`src/rtl/sobel_pkg.sv`:
```
// Shared types and constants for the 3x3 Sobel edge stage.
//   SOBEL_LAT : cycles from an accepted pixel to its oEDGE beat
//   PIX_W     : pixel width (line-buffer tap width)
//   GW        : signed gradient width; 4*(2^PIX_W-1) must fit as a positive value
//   PIX_MAX   : largest representable pixel value, used for saturation
package sobel_pkg;

  localparam int unsigned SOBEL_LAT = 3;
  localparam int unsigned PIX_W     = 10;
  localparam int unsigned GW        = 13;
  localparam int unsigned PIX_MAX   = (1 << PIX_W) - 1;

  typedef logic        [PIX_W-1:0] pix_t;
  typedef logic signed [GW-1:0]    grad_t;
  typedef logic        [GW-1:0]    mag_t;

endpackage

```
`src/rtl/sobel_kernel.sv`:
```
// Sobel gradient and magnitude datapath (pipeline stages S2 and S3).
//   clk, rst_n   : pixel clock, asynchronous active-low reset
//   win_i        : 3x3 window, win_i[row][col], row 0 = top, col 0 = oldest
//   border_i     : window incomplete; forces the output to 0
//   valid_i      : S1 valid, carried alongside the data
//   thresh_i     : edge threshold (only used when SOBEL_THRESH_EN is defined)
//   edge_o       : saturated |Gx|+|Gy|, or binary all-ones/0 edge with SOBEL_THRESH_EN
//   valid_o      : edge_o qualifier
// Optional feature macro: SOBEL_THRESH_EN.
module sobel_kernel
  import sobel_pkg::*;
(
  input  logic                clk,
  input  logic                rst_n,
  input  pix_t [2:0][2:0]     win_i,
  input  logic                border_i,
  input  logic                valid_i,
  input  pix_t                thresh_i,
  output pix_t                edge_o,
  output logic                valid_o
);

  grad_t gx_q, gx_d;
  grad_t gy_q, gy_d;
  logic  border2_q;
  logic  v2_q;
  pix_t  edge_q, edge_d;
  mag_t  mag;
  pix_t  mag_sat;

  function automatic grad_t ext(input pix_t p);
    return grad_t'({{(GW-PIX_W){1'b0}}, p});
  endfunction

  function automatic mag_t absg(input grad_t g);
    grad_t n;
    n = -g;
    return g[GW-1] ? mag_t'(n) : mag_t'(g);
  endfunction

  // S2: signed column/row differences with [1 2 1] smoothing
  always_comb begin
    gx_d = (ext(win_i[0][2]) + (ext(win_i[1][2]) <<< 1) + ext(win_i[2][2]))
         - (ext(win_i[0][0]) + (ext(win_i[1][0]) <<< 1) + ext(win_i[2][0]));
    gy_d = (ext(win_i[2][0]) + (ext(win_i[2][1]) <<< 1) + ext(win_i[2][2]))
         - (ext(win_i[0][0]) + (ext(win_i[0][1]) <<< 1) + ext(win_i[0][2]));
  end

  // S3: L1 magnitude (max 8184 fits GW unsigned bits), saturated to pixel range
  always_comb begin
    mag     = absg(gx_q) + absg(gy_q);
    mag_sat = (mag > mag_t'(PIX_MAX)) ? pix_t'(PIX_MAX) : mag[PIX_W-1:0];
    edge_d  = '0;
    if (!border2_q) begin
`ifdef SOBEL_THRESH_EN
      edge_d = (mag_sat > thresh_i) ? '1 : '0;
`else
      edge_d = mag_sat;
`endif
    end
  end

`ifndef SOBEL_THRESH_EN
  // Threshold port is kept for a uniform interface; value ignored in this build.
  logic unused_thresh;
  assign unused_thresh = ^thresh_i;
`endif

  always_ff @(posedge clk or negedge rst_n) begin
    if (!rst_n) begin
      gx_q      <= '0;
      gy_q      <= '0;
      border2_q <= 1'b0;
      v2_q      <= 1'b0;
      edge_q    <= '0;
      valid_o   <= 1'b0;
    end else begin
      gx_q      <= gx_d;
      gy_q      <= gy_d;
      border2_q <= border_i;
      v2_q      <= valid_i;
      edge_q    <= edge_d;
      valid_o   <= v2_q;
    end
  end

  assign edge_o = edge_q;

endmodule

```
`src/rtl/sobel_window_3x3.sv`:
```
// 3x3 window assembly and Sobel edge magnitude, downstream of the line buffer.
//   VGA_CLK      : pixel clock (same as line-buffer reads)
//   iRST_N       : asynchronous active-low reset
//   iFRAME_START : one-cycle pulse before a frame's first line; clears the line count
//   READ_Request : pixel valid, high across the active part of each line
//   iPIX         : current-line pixel (bottom window row)
//   taps0x       : previous line (middle window row)
//   taps1x       : line before previous (top window row)
//   iTHRESH      : edge threshold (only used when SOBEL_THRESH_EN is defined)
//   oEDGE        : edge value, 3 cycles after its accepted pixel
//   oVALID       : READ_Request delayed 3 cycles
// Optional feature macro: SOBEL_THRESH_EN (binary thresholded output).
// DW must equal sobel_pkg::PIX_W.
module sobel_window_3x3
  import sobel_pkg::*;
#(
  parameter int DW = 10,
  parameter int XW = 13,
  parameter int YW = 11
) (
  input  logic          VGA_CLK,
  input  logic          iRST_N,
  input  logic          iFRAME_START,
  input  logic          READ_Request,
  input  logic [DW-1:0] iPIX,
  input  logic [DW-1:0] taps0x,
  input  logic [DW-1:0] taps1x,
  input  logic [DW-1:0] iTHRESH,
  output logic [DW-1:0] oEDGE,
  output logic          oVALID
);

  pix_t [2:0][2:0] win_q, win_d;   // [row][col], col 2 = newest
  logic            rr_q;
  logic            fall;
  logic [XW-1:0]   col_q, col_d;
  logic [YW-1:0]   row_q, row_d;
  logic            border_q, border_d;
  logic            v1_q;

  assign fall = rr_q & ~READ_Request;

  always_comb begin
    win_d = win_q;
    if (READ_Request) begin
      for (int unsigned r = 0; r < 3; r++) begin
        win_d[r][0] = win_q[r][1];
        win_d[r][1] = win_q[r][2];
      end
      win_d[0][2] = taps1x;
      win_d[1][2] = taps0x;
      win_d[2][2] = iPIX;
    end
  end

  always_comb begin
    col_d = col_q;
    if (READ_Request) begin
      if (col_q != '1) col_d = col_q + XW'(1);
    end else if (fall) begin
      col_d = '0;
    end
  end

  // Frame start takes priority over a coincident end-of-line increment.
  always_comb begin
    row_d = row_q;
    if (iFRAME_START) begin
      row_d = '0;
    end else if (fall && (row_q != '1)) begin
      row_d = row_q + YW'(1);
    end
  end

  // Uses pre-increment counters: the window ending at this pixel is complete
  // only once two earlier columns and two earlier lines exist.
  assign border_d = (col_q < XW'(2)) || (row_q < YW'(2));

  always_ff @(posedge VGA_CLK or negedge iRST_N) begin
    if (!iRST_N) begin
      win_q    <= '0;
      rr_q     <= 1'b0;
      col_q    <= '0;
      row_q    <= '0;
      border_q <= 1'b0;
      v1_q     <= 1'b0;
    end else begin
      win_q    <= win_d;
      rr_q     <= READ_Request;
      col_q    <= col_d;
      row_q    <= row_d;
      border_q <= border_d;
      v1_q     <= READ_Request;
    end
  end

  sobel_kernel u_kernel (
    .clk      (VGA_CLK),
    .rst_n    (iRST_N),
    .win_i    (win_q),
    .border_i (border_q),
    .valid_i  (v1_q),
    .thresh_i (iTHRESH),
    .edge_o   (oEDGE),
    .valid_o  (oVALID)
  );

endmodule

```
`config.mk`:
```
export PLATFORM = sky130hd
export DESIGN_NAME = sobel_window_3x3
export DESIGN_NICKNAME = d
export VERILOG_FILES = /design/src/rtl/sobel_pkg.sv /design/src/rtl/sobel_kernel.sv /design/src/rtl/sobel_window_3x3.sv
export SDC_FILE = /design/constraint.sdc
export NUM_CORES = 1
export LEC_CHECK = 0
export ABC_AREA = 0
export ABC_CLOCK_PERIOD_IN_PS = 5700
export CELL_PAD_IN_SITES_DETAIL_PLACEMENT = 0
export CELL_PAD_IN_SITES_GLOBAL_PLACEMENT = 1
export CORE_UTILIZATION = 49
export DETAILED_ROUTE_END_ITERATION = 8
export PLACE_DENSITY = 0.92
export SYNTH_ARGS = -nofsm -noshare
export SYNTH_HDL_FRONTEND = slang
export SYNTH_SLANG_ARGS = --single-unit
```
`constraint.sdc`:
```
create_clock -name VGA_CLK -period 5.7 [get_ports VGA_CLK]
set_clock_uncertainty 0.2 [all_clocks]
set_input_delay 1.14 -clock VGA_CLK [delete_from_list [all_inputs] [get_ports VGA_CLK]]
set_output_delay 1.14 -clock VGA_CLK [all_outputs]
set_load 0.03 [all_outputs]
```
==> out/summary.txt <==
Result of the run = finished clean
Count of input and output buffers = 44
Final HPWL from detailed placement = 14.32 mm
Finish-stage setup viols = 0
Worst min path class = reg -> reg
Total iterations of the first detailed-routing run = 5
Reg clk slew, reported paths = 0.07 ns
Post-cts resize count = 0
Number of setup buffers added after CTS = 0
Clock tree from TritonCTS = done
TritonCTS Sinks = 155
Kind of start point of the critical path = flip-flop
Placed Cells incl. Taps = 1284
Number of buffers inserted for hold repair after clock tree synthesis = 0
Total of warnings raised by yosys = 0
Worst path arrival time = 5.31 ns
Die Area = 21240 um2
Cell at the root of the clock tree = clkbuf_16
Die outline width = 145.8 um
Synth Instances = 985
Final-report max-slew violation count = 0
Transition time at the pin with the least slew margin = 1.015 ns
Most used DFF post-synth = dfrtp_1
Overall routing resource usage = 19.25%
Routability congestion estimate from global placement = 0.8360
Worst-case setup margin in the final layout = 0.5450 ns
Clk Latency, worst-skew pair = 0.43 ns
Maximum clock rate = 194.0 MHz
Ant. Diodes = 0
# IOs = 55
Total number of vias = 6904
Count of endpoints failing hold in the final timing report = 0
Summed negative setup slack over all endpoints = 0 ns
Biggest area contributors in the synthesized netlist = dfrtp_1 38%, ha_1 11%, fa_1 8.9%
Final hold slack = 0.1461 ns
Post-synthesis instance area = 10130 um2
Placement Rows = 52
FF+latch count, synth = 155
CTS max path bufs = 2
Reported max-cap violation count = 0
Inserted Clock Buffers = 17
Most common cell in the synthesized netlist = dfrtp_1
Proportion of register bits with asynchronous set or reset after synthesis = 100.0%
Cell accounting for the most synthesized area = dfrtp_1
Initial antenna violation count = 0
Min Clock Period, post-route = 5.155 ns
Dpl ws = 0.5549 ns
Maximum fanout along the worst path = 6
Number of enable flip-flop cells after synthesis = 0
Mapped Avg Cell Area = 10.28 um2
Number of vias per cell after detailed routing = 5.246
RSZ-0062 raised after global routing = no
Kind of end point of the critical path = flip-flop
Count of routing violations after the opening detailed-route iteration = 290
Worst setup path class = reg -> reg
Synth-to-Final Area Change = 13.13%
Post-synth top area share = 38.30%
Post-route insts no fill = 1316
Wire length of the first global-routing pass = 32.76 mm
Area inside the core boundary = 20230 um2
Overall routed net length = 18.86 mm
Data required time of the worst path = 5.85 ns
GRT Residual Overflow = 0
Fill cell instance count of the final layout = 1714
Vertical die dimension = 145.8 um
Clock H-tree levels = 4
Max-slew headroom at the worst pin = 32.17%
Number of global-route vias before repair = 6977
Leading cell types by count after synthesis = 155 x dfrtp_1, 115 x inv_1, 85 x ha_1, 69 x nand2_1
Crit share post-route = 90.44%
Avg WL per Cell = 14.33 um
Largest net degree at the start of global routing = 65
Share of final-layout standard cells stronger than drive strength 1 = 10.33%
Proportion of synthesized chip area in sequential cells = 38.30%
DR DRC count = 0
Synthesized netlist net count = 1159
Starting utilization of the core area = 50.04%
Antenna-violating nets left = 0
Cell variety after synth = 45
Net count reported at finish = 1207
[state kept, by name, summed over array words and instances, names as in the netlist]
register,cells
u_kernel.border2_q,1
u_kernel.v2_q,1
col_q,13
u_kernel.gy_q,13
row_q,11
border_q,1
v1_q,1
u_kernel.edge_o,10
u_kernel.valid_o,1
win_q,90
u_kernel.gx_q,13
[final timing paths]
kind	startpoint	to	slack [ns]	depth (start not counted)
worst max-delay path	win_q[1]	u_kernel.gy_q[12]	0.54	18
worst min-delay path	u_kernel.v2_q	u_kernel.valid_o	0.15	0
worst max register to register	win_q[1]	u_kernel.gy_q[12]	0.54	18
worst min register to register	u_kernel.v2_q	u_kernel.valid_o	0.15	0
max in group asynchronous	iRST_N	win_q[78]	3.77	2
min in group asynchronous	iRST_N	u_kernel.edge_o[9]	0.47	1
[per-layer routing]
metal	global-route usage, %	vias up	wire (um)
met5	0	-	0
met4	5.842	0	314
li1	-	3473	-
met1	25.43	3321	8863
met2	32.27	89	9152
met3	3.480	21	525
[critical path: stages (launching register included)]
cell and delay [ns]:
dfrtp_1 0.41, ha_1 0.25, fa_1 0.41, a21o_1 0.18
a21oi_1 0.25, o21bai_1 0.10, a21oi_1 0.26, o21ai_0 0.21
xnor2_1 0.19, fa_1 0.51, inv_1 0.05, fa_1 0.52
inv_1 0.05, ha_1 0.38, nand3_1 0.11, a2111oi_0 0.60
nor4_1 0.12, o21bai_1 0.18, xnor2_1 0.13
[metrics by stage]
stage | utilization (%) | area [um2]
after detailed placement | 53.66 | 10860
after CTS | 56.62 | 11460
after global placement | 53.66 | 10860
after global routing | 56.62 | 11460
after floorplan | - | 10130
final | 56.62 | 11460
[cells in the final DEF (no fill, tap or decap), types with 7 or more instances in the layout]
cell type          n
nor4_1            11
o21ai_0           63
nor2_1            46
clkbuf_16         17
xnor2_1           66
o21bai_1          11
mux2_2            66
a21o_1            13
nand4_1            8
inv_1            115
o31ai_1            8
nor3_1            14
xor2_1            26
nand3_1           18
nor2b_1           12
ha_1              85
nand2_1           69
nand2b_1           7
clkdlybuf4s50_1   42
fa_1              45
or3_1              8
dfrtp_1          155
a21oi_1           64
[logic make-up (layout without fill, tap and decap cells)]
| family | after synthesis | after routing | share of synthesized area [%] |
|---|---|---|---|
| and+or+nand+nor | 214 | 214 | 10.55 |
| AOI/OAI and AO/OA | 192 | 192 | 11.22 |
| DFF | 155 | 155 | 38.30 |
| buffers and inverters | 133 | 194 | 4.930 |
| adders and majority gates | 130 | 130 | 19.40 |
| xor gates and xnor gates | 92 | 92 | 7.957 |
| muxes | 69 | 69 | 7.636 |
[cell type report]
| class | instances | area, um2 | area share, % |
|---|---|---|---|
| multi-input cells | 697 | 5748 | 50.17 |
| flip-flops and latches | 155 | 3879 | 33.86 |
| repair buffers | 47 | 461.7 | 4.030 |
| clock buffers | 19 | 442.9 | 3.866 |
| inverters | 115 | 431.7 | 3.768 |
| well taps | 270 | 337.8 | 2.949 |
| clock inverters | 13 | 155.1 | 1.354 |
Power is left out: the tool's default activity adds up to more than one toggle a clock period on the data nets, which glitch-free logic cannot reach.
==> RTL edit (same settings) <==
Register the input `taps0x` before use, with the module's reset. The logic sees it one clock later. The other inputs are not delayed to match.
--- a/src/rtl/sobel_window_3x3.sv
+++ b/src/rtl/sobel_window_3x3.sv
@@ -30,6 +30,16 @@
   output logic          oVALID
 );
 
+  logic [DW-1:0] taps0x_q;
+
+  always_ff @(posedge VGA_CLK or negedge iRST_N) begin
+    if (!iRST_N) begin
+      taps0x_q <= '0;
+    end else begin
+      taps0x_q <= taps0x;
+    end
+  end
+
   pix_t [2:0][2:0] win_q, win_d;   // [row][col], col 2 = newest
   logic            rr_q;
   logic            fall;
@@ -48,7 +58,7 @@
         win_d[r][1] = win_q[r][2];
       end
       win_d[0][2] = taps1x;
-      win_d[1][2] = taps0x;
+      win_d[1][2] = taps0x_q;
       win_d[2][2] = iPIX;
     end
   end
Behaviour: not the same (Yosys sat finds a counterexample within 10 cycles, from zero or initial values and one cycle with iRST_N low).
==> RTL edit against the original RTL <==
  * Setup slack gained 0.19 ns
  * Critical path depth shrank 1
  * Routed wire length shrank 1.2%
  * Final area grew 2.5%
  * Synthesized area grew 2.5%
  * Sequential cell count grew 10
  * First-iteration DRC count shrank 4.1%
  * Highest routed layer unchanged
Power is not shown: default switching activity piles up to over one toggle a cycle in this logic, so the estimate is an artifact.
==> RTL edit: results (changes against the original RTL) <==
status - finished, final reports clean (unchanged)
placed cells - 1274 (was 1284)
Worst Hold Class - reg2reg (unchanged)
DP Area - 0.0111 mm^2 (was 0.0109 mm^2)
final setup vio count - 0 (unchanged)
PortBufs - 44 (unchanged)
via count - 6765 (was 6904)
family with the most delay on the worst path - compound AO/OA/AOI/OAI gates (was adder cells)
CTS Root Cell - clkbuf_16 (unchanged)
leading cell types by count after synthesis - 165 x dfrtp_1, 112 x inv_1, 86 x ha_1 (was 155 x dfrtp_1, 115 x inv_1, 85 x ha_1)
post-CTS setup repair buffer count - 0 (unchanged)
Largest register FFs - 90 (unchanged)
n_diodes - 0 (unchanged)
initial antenna violation count - 0 (unchanged)
ys async rst share - 100% (unchanged)
fin nets - 1198 (was 1207)
sequential element share of the synthesized area - 39.8% (was 38.3%)
hold_buf cts - 0 (unchanged)
Iter 0 DRT Violations - 278 (was 290)
post-synthesis cell count - 974 (was 985)
Post-Syn Nets - 1149 (was 1159)
Area contributors post-synth - dfrtp_1 40%, ha_1 10%, fa_1 8.7%, mux2_2 7.5%, xnor2_1 5.2% (was dfrtp_1 38%, ha_1 11%, fa_1 8.9%, mux2_2 7.3%, xnor2_1 5.7%)
Post-Synth Adder-Cell Area - 19.0% (was 19.4%)
share of cells above drive strength 1 - 11.3% (was 10.3%)
Clk pin slew, worst setup/hold paths - 0.07 ns (about the same)
Synth Area in Compound Gates - 10.9% (was 11.2%)
DR WL/cell - 14.3 um (about the same)
CTS Buf Count - 17 (unchanged)
FILL cells - 1749 (was 1714)
first-pass GRT wire length - 32700 um (was 32800 um)
number of global-route vias before repair - 6917 (was 6977)
Worst EP arrival - 5.11 ns (was 5.31 ns)
Syn. warnings - 0 (unchanged)
crit-path max FO - 5 (was 6)
CTS resizes - 0 (unchanged)
maxcap violations - 0 (unchanged)
DP HPWL - 14200 um (was 14300 um)
post-synthesis mux area share - 7.68% (was 7.64%)
Distinct cells, synth - 57 (was 45)
GRT Util Overall - 18.8% (was 19.3%)
Post-Place Worst Slack - 0.749 ns (was 0.555 ns)
via/cell ratio - 5.18 (was 5.25)
CP max stage cell - a2111oi_0 (unchanged)
Clk Latency, worst-skew pair - 0.43 ns (about the same)
post-synthesis xor/xnor area fraction - 8.17% (was 7.96%)
RD Place Congestion - 0.817 (was 0.836)
1st-pass router iterations - 4 (was 5)
largest net degree at the start of global routing - 68 (was 65)
slew at the pin with the worst max-slew slack - 0.767 ns (was 1.02 ns)
CP peak stage delay - 0.66 ns (was 0.60 ns)
[RTL edit: routing by layer]
layer / track usage, % / share of wire, % / wire length (um)
met1: 25.5 / 48 / 9030
met2: 30.9 / 48 / 8910
met3: 3.46 / 2.8 / 530
met4: 4.90 / 0.87 / 162
met5: 0 / 0 / 0
[RTL edit: kinds of logic (layout without fill, tap and decap cells)]
group / Yosys count / after routing
AOI/OAI and AO/OA: 175 / 175
xor gates and xnor gates: 96 / 96
adders and majority gates: 131 / 131
buffers and inverters: 130 / 192
DFF: 165 / 165
muxes: 71 / 71
and+or+nand+nor: 206 / 206
[RTL edit: layout make-up]
| type | count | area (um^2) | area share (%) |
|---|---|---|---|
| sequential | 165 | 4130 | 35.2 |
| inverter | 112 | 420 | 3.58 |
| clock buffer | 18 | 429 | 3.65 |
| clock inverter | 14 | 194 | 1.65 |
| tap | 270 | 338 | 2.88 |
| timing repair buffer | 48 | 469 | 3.99 |
| multi-input combinational | 679 | 5770 | 49.1 |
[RTL edit: path summary, 6_finish.rpt]
kind	startpoint	end	slack, ns	cells after the start
worst min-delay path	u_kernel.v2_q	u_kernel.valid_o	0.15	0
max in group asynchronous	iRST_N	win_q[61]	3.72	2
worst min register to register	u_kernel.v2_q	u_kernel.valid_o	0.15	0
min in group asynchronous	iRST_N	u_kernel.border2_q	0.48	1
worst max register to register	win_q[22]	u_kernel.gx_q[11]	0.74	17
worst max-delay path	win_q[22]	u_kernel.gx_q[11]	0.74	17
